==> config.mk <==
export PLATFORM = sky130hd
export DESIGN_NAME = score_counter
export DESIGN_NICKNAME = d
export VERILOG_FILES = /design/src/rtl/score_counter.sv
export SDC_FILE = /design/constraint.sdc
export NUM_CORES = 1
export LEC_CHECK = 0
export CORE_MARGIN = 2
export CORE_UTILIZATION = 40
export CTS_BUF_LIST = sky130_fd_sc_hd__clkbuf_16
export CTS_CLUSTER_SIZE = 20
export DETAILED_ROUTE_END_ITERATION = 6
export GPL_TIMING_DRIVEN = 0
export PLACE_DENSITY_LB_ADDON = 0.08
export SYNTH_ARGS = -nofsm -noshare
export SYNTH_HDL_FRONTEND = slang
export SYNTH_SLANG_ARGS = --single-unit
==> constraint.sdc <==
create_clock -name clk -period 4.3 [get_ports clk]
set_input_delay 0.43 -clock clk [delete_from_list [all_inputs] [get_ports clk]]
set_output_delay 0.43 -clock clk [all_outputs]
set_load 0.05 [all_outputs]
==> src/rtl/score_counter.sv <==
// score_counter: counts rising edges of score_tick during a round into a
// packed-BCD score, freezes it at game over, keeps an optional high score
// and pulses milestone each time digit MILESTONE_DIGIT increments.
// Optional feature macro: SCORE_HISCORE_EN (high-score register, compare
// and new_high). When undefined, hiscore and new_high are tied to 0.
module score_counter #(
  parameter int unsigned DIGITS          = 4,
  parameter int unsigned MILESTONE_DIGIT = 2
) (
  input  logic                clk,
  input  logic                rst,
  input  logic                score_tick,
  input  logic                gameon,
  output logic [4*DIGITS-1:0] score,
  output logic [4*DIGITS-1:0] hiscore,
  output logic                new_high,
  output logic                milestone,
  output logic                saturated,
  output logic                running
);

  localparam int unsigned W = 4 * DIGITS;
  localparam logic [W-1:0] ALL9 = {DIGITS{4'h9}};

  localparam logic [1:0] ST_IDLE = 2'b00;
  localparam logic [1:0] ST_RUN  = 2'b01;
  localparam logic [1:0] ST_CMP  = 2'b10;
  localparam logic [1:0] ST_OVER = 2'b11;

  logic [1:0]   r_state;
  logic         r_tick_q;
  logic [W-1:0] r_score;
  logic         r_milestone;
  logic         r_saturated;
  logic         r_running;

  logic [1:0]   w_state_nxt;
  logic [W-1:0] w_score_nxt;
  logic         w_milestone_nxt;
  logic [W-1:0] w_score_inc;
  logic         w_carry;
  logic         w_tick_rise;
  logic         w_ms_change;

`ifdef SCORE_HISCORE_EN
  logic [W-1:0] r_hiscore;
  logic         r_new_high;
  logic [W-1:0] w_hiscore_nxt;
  logic         w_new_high_nxt;
`endif

  assign w_tick_rise = score_tick & ~r_tick_q;
  assign w_ms_change = (w_score_inc[4*MILESTONE_DIGIT +: 4] != r_score[4*MILESTONE_DIGIT +: 4]);

  // BCD +1 with digit ripple carry
  always_comb begin
    w_score_inc = r_score;
    w_carry     = 1'b1;
    for (int unsigned i = 0; i < DIGITS; i++) begin
      if (w_carry) begin
        if (r_score[4*i +: 4] == 4'd9) begin
          w_score_inc[4*i +: 4] = 4'd0;
        end else begin
          w_score_inc[4*i +: 4] = r_score[4*i +: 4] + 4'd1;
          w_carry               = 1'b0;
        end
      end
    end
  end

  // Next-state and next-output logic
  always_comb begin
    w_state_nxt     = r_state;
    w_score_nxt     = r_score;
    w_milestone_nxt = 1'b0;
`ifdef SCORE_HISCORE_EN
    w_hiscore_nxt   = r_hiscore;
    w_new_high_nxt  = 1'b0;
`endif
    case (r_state)
      ST_IDLE: begin
        w_score_nxt = '0;
        if (gameon) w_state_nxt = ST_RUN;
      end
      ST_RUN: begin
        if (!gameon) begin
          w_state_nxt = ST_CMP;
        end else if (w_tick_rise && (r_score != ALL9)) begin
          w_score_nxt     = w_score_inc;
          w_milestone_nxt = w_ms_change;
        end
      end
      ST_CMP: begin
`ifdef SCORE_HISCORE_EN
        // Packed BCD orders the same as its decimal value
        if (r_score > r_hiscore) begin
          w_hiscore_nxt  = r_score;
          w_new_high_nxt = 1'b1;
        end
`endif
        w_state_nxt = ST_OVER;
      end
      default: begin
        if (gameon) begin
          w_state_nxt = ST_RUN;
          w_score_nxt = '0;
        end
      end
    endcase
  end

  // State and output registers, synchronous reset
  always_ff @(posedge clk) begin
    if (rst) begin
      r_state     <= ST_IDLE;
      r_tick_q    <= 1'b0;
      r_score     <= '0;
      r_milestone <= 1'b0;
      r_saturated <= 1'b0;
      r_running   <= 1'b0;
    end else begin
      r_state     <= w_state_nxt;
      r_tick_q    <= score_tick;
      r_score     <= w_score_nxt;
      r_milestone <= w_milestone_nxt;
      r_saturated <= (w_score_nxt == ALL9);
      r_running   <= (w_state_nxt == ST_RUN);
    end
  end

`ifdef SCORE_HISCORE_EN
  // High-score register, updated only from the compare cycle
  always_ff @(posedge clk) begin
    if (rst) begin
      r_hiscore  <= '0;
      r_new_high <= 1'b0;
    end else begin
      r_hiscore  <= w_hiscore_nxt;
      r_new_high <= w_new_high_nxt;
    end
  end

  assign hiscore  = r_hiscore;
  assign new_high = r_new_high;
`else
  assign hiscore  = '0;
  assign new_high = 1'b0;
`endif

  assign score     = r_score;
  assign milestone = r_milestone;
  assign saturated = r_saturated;
  assign running   = r_running;

endmodule
==> impl_metrics.prom <==
# TYPE chip_impl_metric gauge
chip_impl_metric{name="antenna_cells",unit=""} 0
chip_impl_metric{name="post_layout_nets",unit=""} 248
chip_impl_metric{name="routed_wl",unit="um"} 4010
chip_impl_metric{name="number_of_max_cap_violations",unit=""} 0
chip_impl_info{name="path_class",value="reg2reg"} 1
chip_impl_metric{name="post-route-drc-count",unit=""} 0
chip_impl_metric{name="fin_tns_setup",unit="ns"} 0
chip_impl_metric{name="clock_insertion_delay_worst_skew",unit="ns"} 0.25
chip_impl_metric{name="post_cts.repair.setup_buffers",unit=""} 0
chip_impl_metric{name="multiplexer_share_of_the_synthesized_area",unit="%"} 1.33
chip_impl_metric{name="netlist_area_pre_place",unit="sq um"} 1600
chip_impl_metric{name="dr.pass1.iters",unit=""} 4
chip_impl_info{name="worst_path_dominant_cell_family",value="compound AO/OA/AOI/OAI gates"} 1
chip_impl_info{name="outcome",value="completed"} 1
chip_impl_metric{name="synth_compound_gate_area_share",unit="%"} 19.2
chip_impl_metric{name="yosys_register_bits",unit=""} 22
chip_impl_metric{name="flow.area_growth_from_synthesis",unit="%"} 27.8
chip_impl_metric{name="grt_antenna_before_repair",unit=""} 0
chip_impl_metric{name="postSynthCellCount",unit=""} 190
chip_impl_metric{name="first_global_vias",unit=""} 1433
chip_impl_metric{name="postRouteAntennaNets",unit=""} 0
chip_impl_metric{name="count_of_flip_flops_with_a_built_in_enable_after_synthesis",unit=""} 0
chip_impl_metric{name="synth_fa_ha_area_share",unit="%"} 8.59
chip_impl_metric{name="period_share",unit="%"} 60.0
chip_impl_metric{name="drive_gt1_share",unit="%"} 15.1
chip_impl_metric{name="pin_count",unit=""} 40
chip_impl_info{name="synth-main-ff-cell",value="sky130_fd_sc_hd__dfxtp_1"} 1
chip_impl_metric{name="numClockSinks",unit=""} 22
chip_impl_metric{name="core_area",unit="sq um"} 3740
chip_impl_metric{name="initial_cell_density_of_the_core",unit="%"} 42.8
chip_impl_metric{name="vdd_drop_max",unit="mV"} 0.213
chip_impl_metric{name="maximum_number_of_pins_on_one_net_before_global_route_repair",unit=""} 14
chip_impl_metric{name="drt_iter0_markers",unit=""} 98
chip_impl_metric{name="finalSetupViolCount",unit=""} 0
chip_impl_metric{name="stdcell_area",unit="sq um"} 2050
chip_impl_info{name="setup_repair_after_global_routing_missed_its_margin",value="no"} 1
chip_impl_metric{name="number_of_buffers_added_on_ports",unit=""} 22
chip_impl_metric{name="timing.slew.headroom",unit="%"} 52.0
chip_impl_metric{name="placed_cell_area",unit="sq um"} 1940
chip_impl_metric{name="period_minus_slack",unit="ns"} 2.58
chip_impl_metric{name="multi_input_comb_area",unit="sq um"} 1020
chip_impl_metric{name="gr_usage_total",unit="%"} 19.1
chip_impl_metric{name="worstPathRequired",unit="ns"} 4.47
chip_impl_metric{name="power.leakage",unit="nW"} 0.891
chip_impl_metric{name="final-max-slew-violation-count",unit=""} 0
chip_impl_metric{name="power.density",unit="nW/um^2"} 292
chip_impl_metric{name="ys_async_sr_fraction",unit="%"} 0
chip_impl_metric{name="place.gp.congestion",unit=""} 0.848
chip_impl_metric{name="max_freq",unit="MHz"} 388
chip_impl_metric{name="clock_path_buffers",unit=""} 2
chip_impl_metric{name="die-area",unit="sq um"} 4530
chip_impl_info{name="worstSetupStartpointType",value="register"} 1
chip_impl_metric{name="cp_slowest_stage_delay",unit="ns"} 0.73
chip_impl_metric{name="worst_clock_skew",unit="ns"} 0.00208
chip_impl_metric{name="critPathArrivalTime",unit="ns"} 2.75
chip_impl_metric{name="via_count",unit=""} 1543
chip_impl_metric{name="cts.reportedPaths.clkPinSlew",unit="ns"} 0.06
chip_impl_metric{name="numCtsBuffers",unit=""} 3
chip_impl_metric{name="layout.area.seq",unit="sq um"} 440
chip_impl_metric{name="worst-slew-pin-transition",unit="ns"} 0.712
chip_impl_metric{name="die_h",unit="um"} 67.3
chip_impl_metric{name="h-tree-depth",unit=""} 1
chip_impl_info{name="slowest_stage",value="sky130_fd_sc_hd__o41ai_2"} 1
chip_impl_metric{name="critical_path_buf_inv_count",unit=""} 0
chip_impl_metric{name="placementRows",unit=""} 22
chip_impl_metric{name="ys_warns",unit=""} 0
chip_impl_info{name="tritoncts",value="done"} 1
chip_impl_metric{name="place_hpwl",unit="um"} 2990
chip_impl_metric{name="fillerInstances",unit=""} 362
chip_impl_info{name="cts-root-buf",value="sky130_fd_sc_hd__clkbuf_16"} 1
chip_impl_metric{name="simple_gate_share_of_the_synthesized_area",unit="%"} 30.7
chip_impl_info{name="layout_common_cells",value="sky130_fd_sc_hd__clkdlybuf4s50_1, sky130_fd_sc_hd__dfxtp_1, sky130_fd_sc_hd__nor2_1"} 1
chip_impl_metric{name="post_cts.resized_instances",unit=""} 0
chip_impl_metric{name="count_of_distinct_cell_types_in_the_synthesized_netlist",unit=""} 55
chip_impl_info{name="combinational_family_with_the_most_area_after_synthesis",value="simple AND/OR/NAND/NOR gates"} 1
chip_impl_metric{name="timing_hold_violations_final",unit=""} 0
chip_impl_metric{name="cp_max_fo",unit=""} 7
chip_impl_info{name="path_cells",value="ha_1 -> nand3b_1 -> o41ai_2 -> o311ai_1 -> a211oi_2 -> nand4_1 -> nor4_2"} 1
chip_impl_metric{name="die_width",unit="um"} 67.3
chip_impl_metric{name="post_synth_xor_area_fraction",unit="%"} 0
chip_impl_metric{name="synth_seq_area_share",unit="%"} 27.5
chip_impl_metric{name="syn_avg_cell_area",unit="sq um"} 8.43
chip_impl_info{name="critical_path.endpoint_type",value="register"} 1
chip_impl_info{name="holdCritPathClass",value="reg2reg"} 1
chip_impl_metric{name="post_cts_hold_buffer_count",unit=""} 0
chip_impl_metric{name="gr-total-overflow",unit=""} 0
chip_impl_metric{name="via_per_inst",unit=""} 5.51
chip_impl_metric{name="grt_first_pass_wirelength",unit="um"} 6610
chip_impl_metric{name="wl_cell",unit="um"} 14.3
[synth_stat cells, types with 3 or more instances]
cell,number,area [sq um]
sky130_fd_sc_hd__a21o_1,3,22.5
sky130_fd_sc_hd__a21oi_1,9,45.0
sky130_fd_sc_hd__a31oi_1,6,37.5
sky130_fd_sc_hd__and3_1,3,18.8
sky130_fd_sc_hd__buf_4,17,128
sky130_fd_sc_hd__dfxtp_1,22,440
sky130_fd_sc_hd__ha_1,11,138
sky130_fd_sc_hd__inv_1,10,37.5
sky130_fd_sc_hd__nand2_1,11,41.3
sky130_fd_sc_hd__nand3_1,11,55.1
sky130_fd_sc_hd__nand4_1,5,31.3
sky130_fd_sc_hd__nor2_1,18,67.6
sky130_fd_sc_hd__nor2b_1,6,37.5
sky130_fd_sc_hd__nor3_1,5,25.0
[power breakdown]
group          internal (mW)  switching, mW  total [mW]
clock network          0.185         0.0755       0.260
registers              0.209        0.00370       0.212
logic                 0.0399         0.0859       0.126
[layer usage]
layer  GRT usage [%]  routed length (um)  vias to the layer above
li1                -                   -                      751
met1            24.6                1690                      727
met2            33.0                2020                       59
met3            2.17                 261                        6
met4            6.63                  40                        0
met5               0                   0                        -
[path summary, 6_finish.rpt]
check	startpoint	end	slack, ns	depth (start not counted)
setup / recovery	score[12]$_SDFF_PP0_	saturated$_SDFF_PP0_	1.72	7
hold / removal	score[6]$_SDFF_PP0_	score[6]$_SDFF_PP0_	0.60	2
setup reg to reg	score[12]$_SDFF_PP0_	saturated$_SDFF_PP0_	1.72	7
hold reg to reg	score[6]$_SDFF_PP0_	score[6]$_SDFF_PP0_	0.60	2
[state kept, by name (all words and copies together) (netlist names)]
register	cells
r_state	2
milestone	1
saturated	1
running	1
r_tick_q	1
score	16
[worst reg2reg max path: cells and delay by family (launching register included)]
| kind | cells | cell delay (ns) |
|---|---|---|
| AO/OA/AOI/OAI | 3 | 1.20 |
| AND/OR/NAND/NOR | 3 | 0.66 |
| flip-flops | 1 | 0.44 |
| adder cells (fa/ha/maj) | 1 | 0.20 |
[cells by family (layout without fill, tap and decap cells)]
group | Yosys count | in the layout
and+or+nand+nor | 82 | 82
AOI/OAI and AO/OA | 40 | 40
buffers and inverters | 32 | 58
DFF | 22 | 22
adders and majority gates | 11 | 11
muxes | 2 | 2
other | 1 | 17
[per-stage QoR]
| step | total power, mW | hold WS [ns] | util (%) | cells | worst slack, ns |
|---|---|---|---|---|---|
| after CTS | 0.603 | 0.592 | 54.7 | 280 | 1.76 |
| after global routing | 0.622 | 0.649 | 54.7 | 280 | 1.64 |
| after floorplan | 0.318 | 0.494 | - | 206 | 1.75 |
| final | 0.598 | 0.599 | 54.7 | 280 | 1.72 |
| after global placement | 0.340 | 0.575 | 51.9 | 276 | 1.61 |
| after detailed placement | 0.342 | 0.583 | 51.9 | 276 | 1.63 |
[final cells by class]
type	count	area share, %
Buffer	22	7.89
Clock buffer	3	3.67
Clock inverter	1	1.47
Inverter	10	1.83
Multi-Input combinational cell	152	49.9
Sequential cell	22	21.5
Tap cell	48	2.93
Timing Repair Buffer	22	10.8
(Power assumes the default switching activity.)
